`src/rtl/pulse_cmd_fifo.sv`:
```
// Elastic in-order buffer from core pulse-command strobes to the signal generator; head visible one cycle after its strobe.
// Element backpressure via out_ready; strobes arriving while full (with no same-cycle pop) are dropped, flagged and counted.
module pulse_cmd_fifo #(
  parameter int CMD_WIDTH = 72,
  parameter int DEPTH     = 4,
  parameter int CNT_WIDTH = $clog2(DEPTH) + 1
) (
  input  logic                 clk,
  input  logic                 reset,
  input  logic [CMD_WIDTH-1:0] cmd_in,
  input  logic                 cstrobe_in,
  input  logic                 out_ready,
  input  logic                 clear_overflow,
  output logic                 out_valid,
  output logic [15:0]          out_amp,
  output logic [15:0]          out_phase,
  output logic [23:0]          out_freq,
  output logic [11:0]          out_env_addr,
  output logic [3:0]           out_cfg,
  output logic [CNT_WIDTH-1:0] count,
  output logic                 full,
  output logic                 overflow,
  output logic [7:0]           drop_count
);

  localparam int PTR_W = $clog2(DEPTH);

  logic [CMD_WIDTH-1:0] mem_q [DEPTH];
  logic [CMD_WIDTH-1:0] mem_d [DEPTH];
  logic [PTR_W-1:0]     wr_ptr_q, wr_ptr_d;
  logic [PTR_W-1:0]     rd_ptr_q, rd_ptr_d;
  logic [CNT_WIDTH-1:0] count_q, count_d;
  logic                 overflow_q, overflow_d;
  logic [7:0]           drop_cnt_q, drop_cnt_d;

  logic                 pop;
  logic                 push;
  logic                 drop;
  logic                 is_full;
  logic [CMD_WIDTH-1:0] head;

  assign is_full = (count_q == CNT_WIDTH'(DEPTH));
  assign pop     = (count_q != '0) & out_ready;
  // A pop in the same cycle frees the slot the push needs, so full does not block it.
  assign push    = cstrobe_in & (~is_full | pop);
  assign drop    = cstrobe_in & is_full & ~pop;

  always_comb begin
    mem_d    = mem_q;
    wr_ptr_d = wr_ptr_q;
    rd_ptr_d = rd_ptr_q;
    if (push) begin
      mem_d[wr_ptr_q] = cmd_in;
      wr_ptr_d        = wr_ptr_q + PTR_W'(1);
    end
    if (pop) begin
      rd_ptr_d = rd_ptr_q + PTR_W'(1);
    end
  end

  always_comb begin
    count_d = count_q;
    case ({push, pop})
      2'b10:   count_d = count_q + CNT_WIDTH'(1);
      2'b01:   count_d = count_q - CNT_WIDTH'(1);
      default: count_d = count_q;
    endcase
  end

  always_comb begin
    overflow_d = overflow_q;
    drop_cnt_d = drop_cnt_q;
    if (clear_overflow) begin
      overflow_d = 1'b0;
      drop_cnt_d = 8'd0;
    end else if (drop) begin
      overflow_d = 1'b1;
      if (drop_cnt_q != 8'hFF) begin
        drop_cnt_d = drop_cnt_q + 8'd1;
      end
    end
  end

  always_ff @(posedge clk or posedge reset) begin
    if (reset) begin
      for (int i = 0; i < DEPTH; i++) begin
        mem_q[i] <= '0;
      end
      wr_ptr_q   <= '0;
      rd_ptr_q   <= '0;
      count_q    <= '0;
      overflow_q <= 1'b0;
      drop_cnt_q <= 8'd0;
    end else begin
      mem_q      <= mem_d;
      wr_ptr_q   <= wr_ptr_d;
      rd_ptr_q   <= rd_ptr_d;
      count_q    <= count_d;
      overflow_q <= overflow_d;
      drop_cnt_q <= drop_cnt_d;
    end
  end

  assign head         = mem_q[rd_ptr_q];
  assign out_valid    = (count_q != '0);
  assign out_amp      = head[71:56];
  assign out_phase    = head[55:40];
  assign out_freq     = head[39:16];
  assign out_env_addr = head[15:4];
  assign out_cfg      = head[3:0];
  assign count        = count_q;
  assign full         = is_full;
  assign overflow     = overflow_q;
  assign drop_count   = drop_cnt_q;

endmodule

```
`config.mk`:
```
export PLATFORM = sky130hd
export DESIGN_NAME = pulse_cmd_fifo
export DESIGN_NICKNAME = d
export VERILOG_FILES = /design/src/rtl/pulse_cmd_fifo.sv
export SDC_FILE = /design/constraint.sdc
export NUM_CORES = 1
export LEC_CHECK = 0
export CORE_MARGIN = 2
export CORE_UTILIZATION = 45
export CTS_BUF_LIST = sky130_fd_sc_hd__clkbuf_4
export CTS_CLUSTER_DIAMETER = 50
export DETAILED_ROUTE_END_ITERATION = 16
export PLACE_DENSITY = 0.68
export SETUP_SLACK_MARGIN = 0.2
export SYNTH_ARGS = -nofsm -noshare
export SYNTH_HDL_FRONTEND = slang
export SYNTH_SLANG_ARGS = --single-unit
export TNS_END_PERCENT = 50
```
`constraint.sdc`:
```
create_clock -name clk -period 9.5 [get_ports clk]
set_clock_uncertainty 0.2 [all_clocks]
set_input_delay 0.95 -clock clk [delete_from_list [all_inputs] [get_ports clk]]
set_output_delay 0.95 -clock clk [all_outputs]
set_load 0.1 [all_outputs]
```
Word-level counts from Yosys, hierarchy flattened

Index checks and enable logic that the tools add are counted.

Add/subtract/negate cells: 5
Magnitude comparators: 3
Equal/unequal tests: 4
Mux-type cells: 12
Bitwise gates (word level): 9
Reductions and logical operators: 6

Operators by type and width:

| cell                | count |
|---|---|
| $bwmux 288          | 1 |
| $mux 72             | 3 |
| $bmux 72 s2         | 1 |
| $demux 72 s2        | 1 |
| $mux 8              | 3 |
| $add 8x1->8 const B | 1 |
| $ne 8x8->1 const B  | 1 |
| $ge 3x3->1 const B  | 2 |
| $not 2->3           | 2 |
| $pmux 3 s2          | 1 |
| $reduce_bool 2->1   | 3 |
| $add 2x1->2 const B | 2 |
| $and 1x1->1         | 4 |
| $add 3x1->3 const B | 1 |
| $eq 3x3->1 const B  | 1 |
| $lt 3x1->1 const B  | 1 |
| $reduce_bool 3->1   | 1 |
| $sub 3x1->3 const B | 1 |
| $eq 2x1->1 const B  | 1 |
| $eq 2x2->1 const B  | 1 |
| $mux 1              | 2 |
| $not 1->1           | 2 |
| $reduce_and 2->1    | 1 |
| $logic_and 1x1->1   | 1 |
| $or 1x1->1          | 1 |

Flip-flop bits (word level): 304
Bits of input ports: 77
Output and inout port bits: 86

Longest topological paths before layout

Gate-level depths: netlist (run 1).

Word-level depth: 6
Mapped depth: 9

Least setup slack after synthesis (run 1)

OpenSTA, ideal clock, no wires.

Path type: register -> register
From: register count_q[2], in the netlist count[2]
To: register count_q[2], in the netlist count[2]
Setup time: 164 ps
Arrival: 2,672 ps
Required time: 9,136 ps
Slack: 6,464 ps
Stages on the path, launching flop included: 10
Buffers on the path: 1
Cell sequence: dfrtp_1 or4b_1 buf_6 nand2_1 ha_1 inv_1 fa_1 xor2_1 nor2_1 xor2_1

Cells in the longest elaborated chain, start to end: 6
Elaborated cells between the ends (all ways): 12
Classes of those cells: add/sub (2); eq/ne (3); mux (1); bitwise (4); reduce/logical (2)

Ends and longest elaborated chain:

| what                                                   | line   | RTL |
|---|---|---|
| start: declaration                                     | 32     | `logic [CNT_WIDTH-1:0] count_q, count_d;` |
| start signal: assignment                               | 98     | `count_q <= count_d;` |
| $reduce_bool 3->1 / $eq 3x3->1 (equally long branches) | 43, 42 |  |
| $and 1x1->1 / $not 1->1 (equally long branches)        | 43, 45 |  |
| $or 1x1->1                                             | 45     | `assign push = cstrobe_in & (~is_full \| pop);` |
| $and 1x1->1                                            | 45     |  |
| $eq 2x1->1 / $eq 2x2->1 (equally long branches)        | 63     | `case ({push, pop})` |
| $pmux 3 s2 / $reduce_bool 2->1 (equally long branches) | -      |  |

Several ways; a longest one is shown, not always the timed one.
A chain may end at the register's enable or synchronous reset.

Worst setup path after layout (run 1)

From: register rd_ptr_q[0]
To: output out_freq[10]

Cells in the longest elaborated chain, start to end: 4

Ends and longest elaborated chain:

| what                                       | line | RTL |
|---|---|---|
| start: declaration                         | 31   | `logic [PTR_W-1:0] rd_ptr_q, rd_ptr_d;` |
| start signal: assignment                   | 97   | `rd_ptr_q <= rd_ptr_d;` |
| $not 2->3 (not written as such)            | 104  | `assign head = mem_q[rd_ptr_q];` |
| $bmux 72 s2                                | 104  |  |
| $mux 72 (not written as such) (2 in a row) | 104  |  |
| end: declaration                           | 17   | `output logic [23:0] out_freq,` |

No other way between the ends. The select of a mux whose other input is x is not followed.

==> flow_metrics.py, run 1 <==
metrics = {
    "placed_design": {
        "io_buffer_count": 162,
        "dp_hpwl_mm": 16.3,
        "place_congestion": 0.726,
    },
    "cts": {
        "clock-sinks": 304,
        "cts_buffers": 81,
        "postCtsHoldBufs": 0,
        "clk_latency_ns": 0.67,
        "htreeDepth": 3,
        "cts_root_buf": "clkbuf_4",
        "clock_path_buffers": 3,
        "post-cts-setup-buffer-count": 0,
        "post_cts_resize_count": 0,
        "cts_tree": "yes",
        "path_clk_slew_ns": 0.06,
    },
    "worst_setup_path": {
        "slowest_delay_ns": 0.99,
        "crit_required_ns": 8.35,
        "crit_type": "reg -> out",
        "path_cells": "buf_4 > mux4_2 > clkdlybuf4s50_1",
        "worst-r2r-setup-slack_ns": 5.98,
        "reg2reg_to": "mem_q[215]$_DFFE_PP0P_",
        "cp.arrival_ns": 4.03,
        "r2r-start": "count[0]$_DFFE_PP0P_",
        "crit_fanout": 42,
        "startpoint_type": "register",
        "cp_slowest_cell": "clkdlybuf4s50_1",
        "worstSetupEndpointType": "output port",
        "r2r_cells": 4,
    },
    "floorplan": {
        "dieArea_um2": 32700,
        "initial_core_util_pct": 45.8,
        "rows": 64,
        "die_h_um": 181,
        "die_w_um": 181,
        "core_um2": 30700,
        "io_pins": 163,
    },
    "timing": {
        "setup_viol": 0,
        "fmax_ghz": 0.193,
        "rsz0062_at_grt": "no",
        "worstMarginPinSlew_ns": 1.07,
        "fin_crit_sh_pct": 54.6,
        "tns_ns": 0,
        "drv_slew": 0,
        "min_period_ns": 5.18,
        "slew_headroom_pct": 28.2,
        "finalHoldViolCount": 0,
    },
    "routing": {
        "wl_per_cell_um": 19.8,
        "first_pass_iters": 4,
        "drc": 0,
        "num_vias": 7675,
        "viasPerCell": 5.34,
        "ant_nets": 0,
        "drt_iter0_drc": 367,
        "postRouteWirelength_mm": 28.5,
    },
    "yosys": {
        "synth_nets": 866,
        "synth-seq-cells": 304,
        "avgSynthCellArea_um2": 18.0,
        "yosysTopAreaCell": "dfrtp_1",
        "synth-async-reset-ratio_pct": 100,
        "synth_edf_count": 0,
        "synth_area_leaders": "dfrtp_1, mux2_4, mux2_2, mux4_2, buf_12",
        "syn_inst": 782,
        "synth_top_area_share_pct": 54.0,
        "ys_top_cells_by_count": "dfrtp_1, mux2_2, mux2_4, mux4_2, buf_6",
        "synth.most_common_cell": "dfrtp_1",
        "yosys_warnings": 0,
        "synth_cell_types": 36,
        "ys_seq_area_share_pct": 54.0,
        "synth-main-ff-cell": "dfrtp_1",
        "synth_area_um2": 14100,
    },
    "grt": {
        "antenna_found_initial": 1,
        "grt_pass1_vias": 8471,
        "overflow": 0,
        "grt_max_degree": 166,
        "grt_pass1_wl_mm": 47.3,
        "grtUsageTotal_pct": 18.2,
    },
    "run_status": {
        "status": "complete, no violations",
    },
    "min_path": {
        "min_delay_worst_endpoint": "mem_q[221]$_DFFE_PP0P_",
        "hold_class": "reg -> reg",
        "whs_path_depth": 1,
        "min_from": "mem_q[221]$_DFFE_PP0P_",
    },
    "final_layout": {
        "layout.nets": 1073,
        "drive_above_1_share_pct": 48.5,
        "areaGrowthSynthToFinish_pct": 19.3,
    },
    "run": {
        "drv_cap": 0,
    },
}
## metrics by stage
| step | util, % | hold slack (ns) | std cells | setup slack (ns) | cell area [um2] |
|---|---|---|---|---|---|
| after floorplan | - | 0.274 | 782 | 4.31 | 14100 |
| after global placement | 51.3 | 0.281 | 1302 | 4.92 | 15800 |
| after detailed placement | 51.3 | 0.288 | 1302 | 4.90 | 15800 |
| after CTS | 54.7 | 0.304 | 1434 | 4.12 | 16800 |
| after global routing | 54.7 | 0.315 | 1435 | 4.00 | 16800 |
| final | 54.7 | 0.300 | 1436 | 4.32 | 16800 |
## final cells by class
class                           instances  area (um2)
Clock inverter                         16         166
Multi-Input combinational cell        423        5920
Timing Repair Buffer                  171        1700
Fill cell                            2530       13900
Clock buffer                          116         871
Sequential cell                       304        7610
Antenna cell                            2        5.00
Tap cell                              396         495
Inverter                                8        33.8
## state kept, by name, summed over array words and instances, names as in the netlist
name and flops:
mem_q 288, drop_count 8, count 3, rd_ptr_q 2, wr_ptr_q 2, overflow 1
## cell usage in the layout, fill, tap and decap left out, types with 4 or more instances in the layout
| cell | n |
|---|---|
| clkdlybuf4s50_1 | 162 |
| a31oi_1 | 4 |
| mux2_2 | 150 |
| clkinv_1 | 10 |
| nand3_4 | 4 |
| mux4_2 | 72 |
| nand3_1 | 4 |
| nand2_1 | 4 |
| buf_4 | 8 |
| inv_1 | 7 |
| ha_1 | 6 |
| clkbuf_4 | 116 |
| dfrtp_1 | 302 |
| mux2_4 | 140 |
| bufinv_16 | 4 |
| nor2_1 | 4 |
## worst max-delay path, delay by kind of cell, from the launching register on
family,cells,cell delay (ns)
buffers and inverters,2,1.80
flip-flops,1,0.86
multiplexers,1,0.62
## routing by layer
metal	share of wire [%]	routed length (um)	track usage, %	up-vias
met5	0	0	0	-
met4	2.2	621	6.44	0
met3	6.1	1740	5.46	60
met2	46	13200	27.7	194
met1	45	12900	24.9	4028
li1	-	-	-	3393
## cell families (layout without fill, tap and decap cells)
kind of cell	count (synthesis)	count (layout)	synth area share (%)
AOI/OAI and AO/OA	17	17	0.915
xor gates and xnor gates	6	6	0.373
adders and majority gates	7	7	0.675
buffers and inverters	55	311	3.97
DFF	304	304	54.0
muxes	364	364	38.6
other	0	2	0
and+or+nand+nor	29	29	1.53
## worst max-delay path by stage
| stage | start | to | slack, ns | depth (start not counted) |
|---|---|---|---|---|
| floorplan | reset | count[0]$_DFFE_PP0P_ | 4.31 | 1 |
| global placement | rd_ptr_q[0]$_DFFE_PP0P_ | out_freq[22] | 4.92 | 3 |
| detailed placement | rd_ptr_q[0]$_DFFE_PP0P_ | out_freq[8] | 4.90 | 3 |
| CTS | rd_ptr_q[0]$_DFFE_PP0P_ | out_freq[10] | 4.12 | 3 |
| global route | rd_ptr_q[0]$_DFFE_PP0P_ | out_freq[10] | 4.00 | 3 |
| finish | rd_ptr_q[0]$_DFFE_PP0P_ | out_freq[10] | 4.32 | 3 |
Power of run 1 is left out: the tool's default activity adds up to more than one toggle a clock period on the data nets, which glitch-free logic cannot reach.
==> inputs of run 2 (changes only) <==
--- a/config.mk
+++ b/config.mk
@@ -10,7 +10,7 @@
 export CTS_BUF_LIST = sky130_fd_sc_hd__clkbuf_4
 export CTS_CLUSTER_DIAMETER = 50
 export DETAILED_ROUTE_END_ITERATION = 16
-export PLACE_DENSITY = 0.68
+export PLACE_DENSITY = 0.65
 export SETUP_SLACK_MARGIN = 0.2
 export SYNTH_ARGS = -nofsm -noshare
 export SYNTH_HDL_FRONTEND = slang
==> constraint.sdc (replaced) <==
create_clock -name clk -period 5.2 [get_ports clk]
set_clock_uncertainty 0.2 [all_clocks]
set_input_delay 0.52 -clock clk [delete_from_list [all_inputs] [get_ports clk]]
set_output_delay 0.52 -clock clk [all_outputs]
set_load 0.1 [all_outputs]
==> run 2 against run 1 <==
Compared with the run above:
- wire length grew 1.1%
- first-iteration DRC count grew 1.4%
- final cell count grew 0.84%
==> flow_metrics.py, run 2 (synthesis results as in run 1) <==
metrics = {
    "cts": {
        "postCtsHoldBufs": 0,
        "path_clk_slew_ns": 0.07,
        "cts_tree": "yes",
        "clock_path_buffers": 3,
        "post-cts-setup-buffer-count": 0,
        "clock-sinks": 304,
        "clk_latency_ns": 0.68,
        "cts_root_buf": "clkbuf_4",
        "htreeDepth": 3,
        "post_cts_resize_count": 0,
        "cts_buffers": 84,
    },
    "routing": {
        "wl_per_cell_um": 19.9,
        "viasPerCell": 5.35,
        "ant_nets": 0,
        "num_vias": 7746,
        "first_pass_iters": 4,
        "postRouteWirelength_mm": 28.8,
        "drt_iter0_drc": 372,
        "drc": 0,
    },
    "final_layout": {
        "drive_above_1_share_pct": 48.7,
        "final_common_cell": "dfrtp_1",
        "top_register": "mem_q",
        "post-route-cell-area_um2": 16900,
        "largest_reg_flops": 288,
        "layout.nets": 1079,
        "layout_common_cells": "dfrtp_1, clkdlybuf4s50_1, mux2_2",
        "areaGrowthSynthToFinish_pct": 19.9,
    },
    "grt": {
        "overflow": 0,
        "grt_pass1_vias": 8530,
        "antenna_found_initial": 2,
        "grt_pass1_wl_mm": 47.7,
        "grt_max_degree": 123,
        "grtUsageTotal_pct": 18.4,
    },
    "timing": {
        "drv_slew": 0,
        "slew_headroom_pct": 30.1,
        "rsz0062_at_grt": "no",
        "setup_viol": 0,
        "worstMarginPinSlew_ns": 1.04,
        "fmax_ghz": 0.236,
        "finalHoldViolCount": 0,
        "fin_crit_sh_pct": 81.3,
        "min_period_ns": 4.23,
        "tns_ns": 0,
    },
    "worst_setup_path": {
        "worst-r2r-setup-slack_ns": 2.06,
        "crit_required_ns": 4.48,
        "crit_type": "reg -> out",
        "worstSetupEndpointType": "output port",
        "reg2reg_to": "mem_q[50]$_DFFE_PP0P_",
        "crit_fanout": 52,
        "startpoint_type": "register",
        "path_cells": "buf_12 > mux4_2 > clkdlybuf4s50_1",
        "r2r-start": "count[0]$_DFFE_PP0P_",
        "r2r_cells": 4,
        "slowest_delay_ns": 0.99,
        "cp.arrival_ns": 3.51,
        "cp_slowest_cell": "clkdlybuf4s50_1",
    },
    "run": {
        "drv_cap": 0,
    },
    "floorplan": {
        "die_h_um": 181,
        "core_um2": 30700,
        "io_pins": 163,
        "die_w_um": 181,
        "dieArea_um2": 32700,
        "rows": 64,
        "initial_core_util_pct": 45.8,
    },
    "placed_design": {
        "placedInstanceArea_um2": 15900,
        "io_buffer_count": 162,
        "dp_hpwl_mm": 16.4,
        "place_congestion": 0.752,
    },
    "min_path": {
        "hold_class": "in -> async",
    },
    "run_status": {
        "status": "complete, no violations",
    },
}
## run 2: worst max path at each step
| stage | from | end | slack (ns) | cells after the start |
|---|---|---|---|---|
| after floorplan | reset | count[0]$_DFFE_PP0P_ | 0.44 | 1 |
| after global placement | rd_ptr_q[0]$_DFFE_PP0P_ | out_amp[14] | 1.57 | 3 |
| after detailed placement | out_ready | mem_q[58]$_DFFE_PP0P_ | 1.54 | 5 |
| after CTS | rd_ptr_q[0]$_DFFE_PP0P_ | out_amp[14] | 0.82 | 3 |
| after global routing | rd_ptr_q[0]$_DFFE_PP0P_ | out_amp[14] | 0.74 | 3 |
| final | rd_ptr_q[0]$_DFFE_PP0P_ | out_freq[1] | 0.97 | 3 |
## run 2: critical path: cells and delay by family (launching register included)
kind                   cells  cell delay, ns
muxes                      1            0.61
DFF                        1            0.75
buffers and inverters      2            1.45
## run 2: final cells by class
cell class              count  area [um2]
inverters                   8        33.8
clock inverters            19         124
multi-input cells         423        5920
fillers                  2550       13800
flip-flops and latches    304        7610
well taps                 396         495
diodes                      2        5.00
clock buffers             122         916
repair buffers            174        1790
## run 2: per-stage QoR
stage,instances,hold slack [ns],utilization (%),setup WS [ns]
after floorplan,782,0.274,-,0.437
after global placement,1305,0.283,51.6,1.57
after detailed placement,1305,0.288,51.6,1.54
after CTS,1446,0.0467,54.9,0.816
after global routing,1448,0.0936,55.0,0.745
final,1448,0.113,55.0,0.970
## run 2: metal layers
layer,GRT usage [%],vias up,routed length (um)
li1,-,3415,-
met1,25.4,4082,13200
met2,28.0,197,13300
met3,5.20,52,1610
met4,6.70,0,619
met5,0,-,0
Power of run 2 is left out for the same reason.
